$ cat src/rtl/serial_add_ctrl.sv
// serial_add_ctrl: bit-serial LSB-first add/subtract with valid/ready operand and result handshakes.
// Define SERIAL_ADD_OVF_EN to add the registered signed-overflow output ovf.
module serial_add_ctrl #(
    parameter int W = 4
) (
    input  logic         clk,
    input  logic         rst,
    input  logic         in_valid,
    output logic         in_ready,
    input  logic [W-1:0] op_a,
    input  logic [W-1:0] op_b,
    input  logic         op_sub,
    output logic         out_valid,
    input  logic         out_ready,
    output logic [W-1:0] result,
    output logic         cout,
`ifdef SERIAL_ADD_OVF_EN
    output logic         ovf,
`endif
    output logic         busy
);
    localparam int CW = (W > 1) ? $clog2(W) : 1;
    typedef enum logic [1:0] {IDLE, SHIFT, DONE} state_t;
    state_t state, state_nx;
    logic [W-1:0] reg_a, reg_b;
    logic [CW-1:0] cnt;
    logic carry, s, maj, last;
    assign s = reg_a[0] ^ reg_b[0] ^ carry;
    assign maj = (reg_a[0] & reg_b[0]) | (reg_a[0] & carry) | (reg_b[0] & carry);
    assign last = cnt == CW'(W - 1);
    assign in_ready = state == IDLE;
    assign out_valid = state == DONE;
    assign busy = state != IDLE;
    assign result = reg_a;
    assign cout = carry;
    always_comb begin
        state_nx = state;
        state_nx = state == IDLE  ? (in_valid ? SHIFT : IDLE) :
                   state == SHIFT ? (last ? DONE : SHIFT) :
                                    (out_ready ? IDLE : DONE);
    end
    always_ff @(posedge clk or negedge rst)
        if (!rst) state <= IDLE;
        else state <= state_nx;
    // Sum bits enter at the MSB of reg_a, so after W shifts reg_a holds the result.
    always_ff @(posedge clk or negedge rst) begin
        if (!rst) begin
            reg_a <= '0;
            reg_b <= '0;
            carry <= 1'b0;
            cnt   <= '0;
`ifdef SERIAL_ADD_OVF_EN
            ovf   <= 1'b0;
`endif
        end else if (state == IDLE && in_valid) begin
            reg_a <= op_a;
            reg_b <= op_sub ? ~op_b : op_b;
            carry <= op_sub;
            cnt   <= '0;
        end else if (state == SHIFT) begin
            reg_a <= (reg_a >> 1) | (W'(s) << (W - 1));
            reg_b <= reg_b >> 1;
            carry <= maj;
            cnt   <= cnt + CW'(1);
`ifdef SERIAL_ADD_OVF_EN
            if (last) ovf <= carry ^ maj;
`endif
        end
    end
endmodule

$ cat config.mk
export PLATFORM = sky130hd
export DESIGN_NAME = serial_add_ctrl
export DESIGN_NICKNAME = d
export VERILOG_FILES = /design/src/rtl/serial_add_ctrl.sv
export SDC_FILE = /design/constraint.sdc
export NUM_CORES = 1
export LEC_CHECK = 0
export CORE_ASPECT_RATIO = 1.25
export CORE_MARGIN = 1
export CORE_UTILIZATION = 39
export CTS_CLUSTER_DIAMETER = 60
export DETAILED_ROUTE_END_ITERATION = 16
export PLACE_DENSITY = 0.72
export SYNTH_ARGS = -nofsm -noshare
export SYNTH_HDL_FRONTEND = slang
export SYNTH_SLANG_ARGS = --single-unit
$ cat constraint.sdc
create_clock -name clk -period 1.3 [get_ports clk]
set_input_delay 0.13 -clock clk [delete_from_list [all_inputs] [get_ports clk]]
set_output_delay 0.13 -clock clk [all_outputs]
set_load 0.02 [all_outputs]
=== Yosys cells after proc, flatten, opt, wreduce, memory -nomap -nowiden ===
Index checks and enable logic that the tools add are counted.

* Mux-type cells: 14
* Equality and inequality tests: 3
* Bitwise gates (word level): 9
* Reduce and logical (&&, ||, !) cells: 4
* Add/sub/neg operators: 1

{| class="wikitable"
|+ Operator list
! operator !! number
|-
| $mux 4 || 5
|-
| $mux 2 || 6
|-
| $eq 2x2->1 const B || 2
|-
| $not 4->4 || 1
|-
| $or 3x4->4 || 1
|-
| $reduce_bool 2->1 || 2
|-
| $and 1x1->1 || 3
|-
| $mux 1 || 3
|-
| $add 2x1->2 const B || 1
|-
| $eq 2x1->1 const B || 1
|-
| $logic_not 2->1 || 1
|-
| $or 1x1->1 || 2
|-
| $xor 1x1->1 || 2
|-
| $logic_and 1x1->1 || 1
|}

* Input bits: 13
* Flip-flop bits (word level): 13

=== Depth between registers and ports, before layout ===
Gate-level depths: netlist of the first run.

* Depth after elaboration: 5
* Depth in mapped cells: 4
* Gate-level depth less buffers: 3

=== Least setup slack after synthesis of the first run ===
No wires, ideal clock.

* Path kind: reg2reg
* From: register reg_a[0], in the netlist result[0]
* To: register reg_a[3], in the netlist result[3]
* Clock period less this slack: 1.273 ns
* Data arrival time: 1.149 ns
* Cell stages (with the launch flop): 4
* Setup time: 0.124 ns
* Buffers on the path: 0
* Path slack: 0.027 ns
* Cells stage by stage: dfrtp_1 -> fa_1 -> a22oi_1 -> nand2_1

* Word-level cells in the longest chain between the ends: 5

{| class="wikitable"
|+ RTL lines
! what !! line !! RTL
|-
| from (decl) || 25 || <nowiki>logic [W-1:0] reg_a, reg_b;</nowiki>
|-
| from (signal assigned) || 56 || <nowiki>reg_a <= op_a;</nowiki>
|-
| from (signal assigned) || 61 || <nowiki>reg_a <= (reg_a >> 1) | (W'(s) << (W - 1));</nowiki>
|-
| $xor 1x1->1 (2 in series) || 28 || <nowiki>assign s = reg_a[0] ^ reg_b[0] ^ carry;</nowiki>
|-
| $or 3x4->4 || 61 ||
|-
| $mux 4 || 60 || <nowiki>end else if (state == SHIFT) begin</nowiki>
|-
| $mux 4 || 55 || <nowiki>end else if (state == IDLE && in_valid) begin</nowiki>
|}

Every way passes these cells. The select of a mux whose other input is x is not followed.
A chain may end at the register's enable or synchronous reset.

=== Worst setup path after layout of the first run ===
* From: register state[0]
* To: register reg_b[2]

* Word-level cells in the longest chain between the ends: 3

{| class="wikitable"
|+ RTL lines
! what !! line !! RTL
|-
| from (decl) || 24 || <nowiki>state_t state, state_nx;</nowiki>
|-
| from (signal assigned) || 44 || <nowiki>else state <= state_nx;</nowiki>
|-
| $logic_not 2->1 || 55 ||
|-
| $logic_and 1x1->1 || 55 ||
|-
| $mux 4 or $reduce_bool 2->1 (tied branches) || - ||
|-
| to (signal assigned) || 57 || <nowiki>reg_b <= op_sub ? ~op_b : op_b;</nowiki>
|-
| to (signal assigned) || 62 || <nowiki>reg_b <= reg_b >> 1;</nowiki>
|-
| to (decl) || 25 ||
|}

Several ways; a longest one is shown, not always the timed one.

==> impl_results.md, run 1 <==
- Post-layout nets: around 110
- Cell accounting for the most synthesized area: dfrtp_1
- Final Cycle Share: 1.033
- Adder-cell share of the synthesized area: 0.05078
- Fin Hold WS: 145.3 ps
- Clk slew on worst S/H paths: approximately 80 ps
- Worst Setup Path Type: reg -> reg
- Clk buf depth: 2
- Pin count of the biggest net entering global routing: 14
- Worst Path Required: 1470 ps
- Most frequent cell after synthesis: nand2_1
- Initial antenna violation count: 0
- Leakage power: roughly 0.45 nW
- Routed WL: 1567 µm
- Vias/cell: between 4 and 5
- Die Wd: 38.25 µm
- Grt total ovfl: 0
- Share of layout cells above drive strength 1: 0.2755
- DP Area: ~900 µm²
- Yosys reg bits: 13
- CP most frequent cell: buf_4
- Vias in the first global route: around 490
- Design Area, Final: ~970 µm²
- Post-synthesis async set-or-reset flop share: 1.000
- Power Dens Cells: 2495 nW/µm²
- Metal2 WL: roughly 800 µm
- First-pass GRT wire length: ~2400 µm
- Worst skew pair latency: about 280 ps
- Slowest stage delay, CP: roughly 440 ps
- Clock Tree Root: clkbuf_4
- Seq/Total Area, Yosys: 0.5078
- Largest fanout on the critical path: 10
- Mux cell area share after synthesis: 0
- Via count: about 560
- CP max stage cell: dfrtp_1
- Die ar.: ~1800 µm²
- Number of remaining DRC errors: 0
- Peak VDD IR: 1.013 mV
- Max_cap viols: 0
- Cell Rows: 16
- Antenna diode count: 0
- CP Cell Sequence: buf_4 -> nor2b_1 -> buf_4 -> a221o_1
- Setup-failing EPs final: 2
- Gr usage total: 0.1929
- WP data arrival: around 1500 ps
- Fin Clk Skew: about 2.1 ps
- Drt wl/cell: 13.51 µm
- R2R Setup Slk: -40 ps
- Final Max Slew Viols: 0
- Synth Area in Simple Gates: 0.1992
- Synth area leaders: dfrtp_1 (51%), nand2_1 (9.4%), nor2_1 (4.1%), xnor2_1 (4.1%), a22oi_1 (3.5%)
- Status: finished, violations left
- Area Growth Syn to Fin: 51.76%
- First-pass iteration count of the detailed router: 4
- Routed length on met1: 699 µm
- GPL Wtd Cong: 0.7736
- Fmax: ~740 MHz
- Hold crit path type: in -> async
- Final worst setup slack: -43.15 ps
- Yosys top cell area share: 0.5078
- Startpoint Class: flip-flop
- Starting Density: 0.4156
- Post-route ant nets: 0
- Iteration-0 DRC Markers: 14
- Pre-CTS setup slack: -117.6 ps
- RSZ-0062 raised after global routing: true
- Worst Tran Pin Value: about 290 ps
- Core area: about 1500 µm²
- I/O Pins: 21
- CTS tree: built
- Synth Area in Compound Gates: 0.1445
- Die Ht: ~47 µm
- Final Critical Period: roughly 1300 ps
- Worst setup EP type: flip-flop
- Met3 WL post-DR: between 30 and 40 µm
- Violated checks: negative setup slack
- Synth Flop Type: dfrtp_1
- Post-synthesis average cell area: 9.706 µm²
- Hpwl dp: 1016 µm
- Fin. Hold Viols: 0
- Overall power: 2.425 mW
- Commonest cells post-synth: nand2_1 (16), dfrtp_1 (13), nor2_1 (7)
- Xor and xnor area share after synthesis: 0.05469
- Rel. slew slack: 0.8079
- Syn Nets: 81
- Post-Synthesis Cells: between 60 and 70
- Yosys warning total: 0
- # clock sinks: 13
- Largest family of logic cells by synthesized area: simple AND/OR/NAND/NOR gates
- Post-synth EDFFs: 0
- DR top layer: met4
- H-tree depth: 1
- Num CTS Buffers: 3
- Unique cell type count in the Yosys netlist: 22
- Netlist Area Pre-Place: around 640 µm²
- IO Port Bufs: 20
==> area by class of cell <==
type,instances,area [µm²]
Fill cell,130,569.3
Timing Repair Buffer,30,261.5
Multi-Input combinational cell,49,329.1
Sequential cell,13,325.3
Tap cell,18,22.52
Clock buffer,4,26.28
Inverter,2,7.507
==> layer usage <==
layer  vias up  track usage
met5         -            0
met3         2      0.02844
met2        11       0.3051
li1        287            -
met4         0      0.08571
met1       262       0.2613
==> registers in the layout, summed over array words and instances (netlist names) <==
name,count
cnt,2
cout,1
reg_b,4
result,4
state,2
==> path summary, 6_finish.rpt <==
check,end,cells past startpoint,start
max,reg_b[2],4,state[0]
min,result[2],2,rst
max reg2reg,reg_b[2],4,state[0]
min reg2reg,result[3],2,result[3]
max in group asynchronous,reg_b[2],2,rst
min in group clk,state[1],2,out_ready
==> kinds of logic after synthesis <==
family / Yosys count
adders and majority gates: 2
buffers and inverters: 5
DFF: 13
AOI/OAI and AO/OA: 13
xor gates and xnor gates: 4
and+or+nand+nor: 29
==> placed cells by master (no fill, tap or decap) <==
cell type and instances:
nand2_1 16, dfrtp_1 13, clkdlybuf4s50_1 12, buf_4 8
dlygate4sd2_1 5, nor2_2 4, o21ai_0 3, nor2_1 3
xnor2_1 3, a31oi_1 3, clkbuf_4 3, clkbuf_2 3
inv_1 2, or3b_4 2, nand3_2 2, a22oi_1 2
a221o_1 2, buf_6 2, nand2b_1 1, nor2b_1 1
nor3b_2 1, o21bai_1 1, o21ai_2 1, xor2_1 1
a22oi_2 1, fa_1 1, ha_1 1, clkbuf_1 1
==> power by group <==
group	internal, mW	switching, mW	total [mW]
Clock	0.119	0.138	0.257
Combinational	0.640	0.748	1.39
Sequential	0.608	0.172	0.780
==> per-stage QoR <==
| stage | TNS, ps | std cells | utilization |
|---|---|---|---|
| after floorplan | 0 | 66 | - |
| after global placement | -413.4 | 108 | 0.5812 |
| after detailed placement | -608.5 | 108 | 0.5812 |
| after CTS | -31.57 | 115 | 0.6120 |
| after global routing | -217.5 | 116 | 0.6307 |
| final | -66.10 | 116 | 0.6307 |
==> critical path: cells and delay by family, from the launching register on <==
| family | cells | cell delay [ps] |
|---|---|---|
| flops | 1 | 440 |
| compound gates | 1 | 350 |
| buf+inv | 2 | 320 |
| simple gates | 1 | 120 |
==> what timing repair did <==
action	in CTS	in global routing
setup endpoints to repair	11	13
endpoints found under the hold margin	0	0
hold buffers	0	0
pin swaps	2	6
setup buffers	2	1
gates cloned	1	0
resized for setup	12	13
Note: power is estimated with default switching activity, not from simulation.
==> inputs of run 2 (changes only) <==
Settings changed: GPL_TIMING_DRIVEN from default to 0.
==> run 2 against run 1 <==
Net effect:
- the flow now finishes without violations
- clock skew increased by 5.5 ps
- die area unchanged
- first-iteration DRC count decreased by 79%
- wire length decreased by 12%
- largest power group unchanged
- via count decreased by 2.3%
- critical endpoint is now result[1]
==> impl_results.md, run 2 (synthesis results as in run 1) <==
- Die ar.: roughly 1800 µm²
- Vias in the first global route: between 400 and 500
- Fin Hold WS: between 200 and 250 ps
- M2 GR Usage: 0.2508
- Startpoint Class: flip-flop
- Clk slew on worst S/H paths: 80 ps
- Clock power share: 0.110
- IO Port Bufs: 19
- Final Cycle Share: 0.9987
- Int Pwr: about 1.3 mW
- Final Max Slew Viols: 0
- I/O Pins: 21
- Cell Rows: 16
- Fmax: 770.2 MHz
- Core area: approximately 1500 µm²
- CTS tree: built
- Post-layout nets: 108
- Area Growth Syn to Fin: 46.09%
- Rel. slew slack: 0.5931
- Initial antenna violation count: 0
- Worst Setup Path Type: reg -> reg
- Peak VDD IR: 0.9184 mV
- Max_cap viols: 0
- Slowest stage delay, CP: ~450 ps
- Die Wd: 38.25 µm
- Clock Tree Root: clkbuf_4
- Hold crit path type: in -> async
- Worst Path Required: ~1500 ps
- Seq pwr share: 0.346
- Gr usage total: 0.1668
- Vias/cell: approximately 5.0
- Sw Pwr: approximately 1 mW
- Met1 track demand over resource: 0.2310
- Fillers: 139
- # hold bufs at CTS: 0
- GRT busiest layer: met2
- RSZ-0062 raised after global routing: true
- Switching Share: 0.4372
- Number of remaining DRC errors: 0
- Multi-input gate area: about 320 µm²
- Clk buf depth: 2
- Post-route ant nets: 0
- Share of layout cells above drive strength 1: 0.2391
- Largest fanout on the critical path: 6
- Drt wl/cell: 12.54 µm
- Pin count of the biggest net entering global routing: 14
- Setup TNS: 0 ps
- Fin Clk Skew: ~7.7 ps
- Status: finished, final reports clean
- Antenna diode count: 0
- Worst Tran Pin Value: 608.5 ps
- Worst skew pair latency: 280 ps
- Num CTS Buffers: 3
- Die Ht: approximately 47 µm
- Most frequent cells in the layout: nand2_1 (16), dfrtp_1 (12), clkdlybuf4s50_1 (11)
- Final Critical Period: 1298 ps
- # clock sinks: 13
- Fin. Hold Viols: 0
- Hpwl dp: 930 µm
- CP Cell Sequence: or3b_4 -> clkbuf_16 -> a31oi_1
- Iteration-0 DRC Markers: 3
- Grt total ovfl: 0
- First-pass GRT wire length: around 2000 µm
- Leakage power: ~0.43 nW
- Comb pwr share: 0.545
- First-pass iteration count of the detailed router: 4
- Setup-failing EPs final: 0
- Starting Density: 0.4156
- Placed insts: 103
- Routed WL: 1379 µm
- M3 GR Usage: 0.02844
- GPL Wtd Cong: slightly below 0.7
- Worst setup EP type: flip-flop
- Via count: 549
- Sequential cell area: about 330 µm²
- CP max stage cell: dfrtp_2
- Commonest non-fill, non-tap cell in the layout: nand2_1
- WP data arrival: ~1500 ps
- H-tree depth: 1
- Power Dens Cells: roughly 2400 nW/µm²
- Fin cells: 110
-- run 2: worst max-delay path: cells and delay by family, from the launching register on --
| family | cells | cell delay, ps |
|---|---|---|
| DFF | 1 | 450 |
| and+or+nand+nor | 1 | 450 |
| buffers and inverters | 1 | 170 |
| AOI/OAI and AO/OA | 1 | 140 |
-- run 2: worst paths after layout --
check / slack, ps / start / cells after the start / to
max: 2 / state[0] / 3 / result[1]
min: 230 / rst / 1 / result[2]
max reg2reg: 2 / state[0] / 3 / result[1]
min reg2reg: 510 / result[3] / 2 / result[3]
max in group asynchronous: 650 / rst / 1 / state[0]
min in group clk: 320 / op_sub / 3 / reg_b[3]
-- run 2: area by class of cell --
type | instances | share of cell area
plain buffers | 3 | 0.02540
clock buffers | 3 | 0.02406
clock inverters | 1 | 0.005348
inverters | 2 | 0.008021
multi-input cells | 48 | 0.3409
flip-flops and latches | 13 | 0.3489
well taps | 18 | 0.02406
repair buffers | 22 | 0.2233
-- run 2: routing by layer --
layer  wire length [µm]  up-vias  part of all wire
met2                675       17              0.49
li1                   -      277                 -
met4                  9        0            0.0065
met1                646      253              0.47
met3                 48        2             0.035
met5                  0        -                 0
-- run 2: repair_timing --
action / CTS / global route
gates cloned: 0 / 1
pin swaps: 1 / 5
gates resized for setup: 15 / 11
endpoints found under the setup margin: 9 / 12
buffers inserted: 2 / 0
-- run 2: power by group through the flow --
| stage | Clock, mW | Combinational, mW | Sequential, mW |
|---|---|---|---|
| 5_1_grt | 0.286 | 1.37 | 0.811 |
| 2_1_floorplan | 0 | 0.652 | 0.847 |
| 4_1_cts | 0.257 | 1.17 | 0.771 |
| 3_3_place_gp | 0 | 1.15 | 0.776 |
| 6_report | 0.249 | 1.24 | 0.786 |
| 3_5_place_dp | 0 | 1.17 | 0.786 |
-- run 2: metrics by stage --
step	power, mW	cell area (µm²)	utilization	setup WS (ps)
finish	2.273	935.9	0.6071	1.653
global route	2.465	935.9	0.6071	-36.99
CTS	2.195	897.1	0.5820	-8.212
detailed placement	1.956	853.3	0.5536	-172.5
global placement	1.926	853.3	0.5536	-144.0
floorplan	1.500	640.6	-	26.66
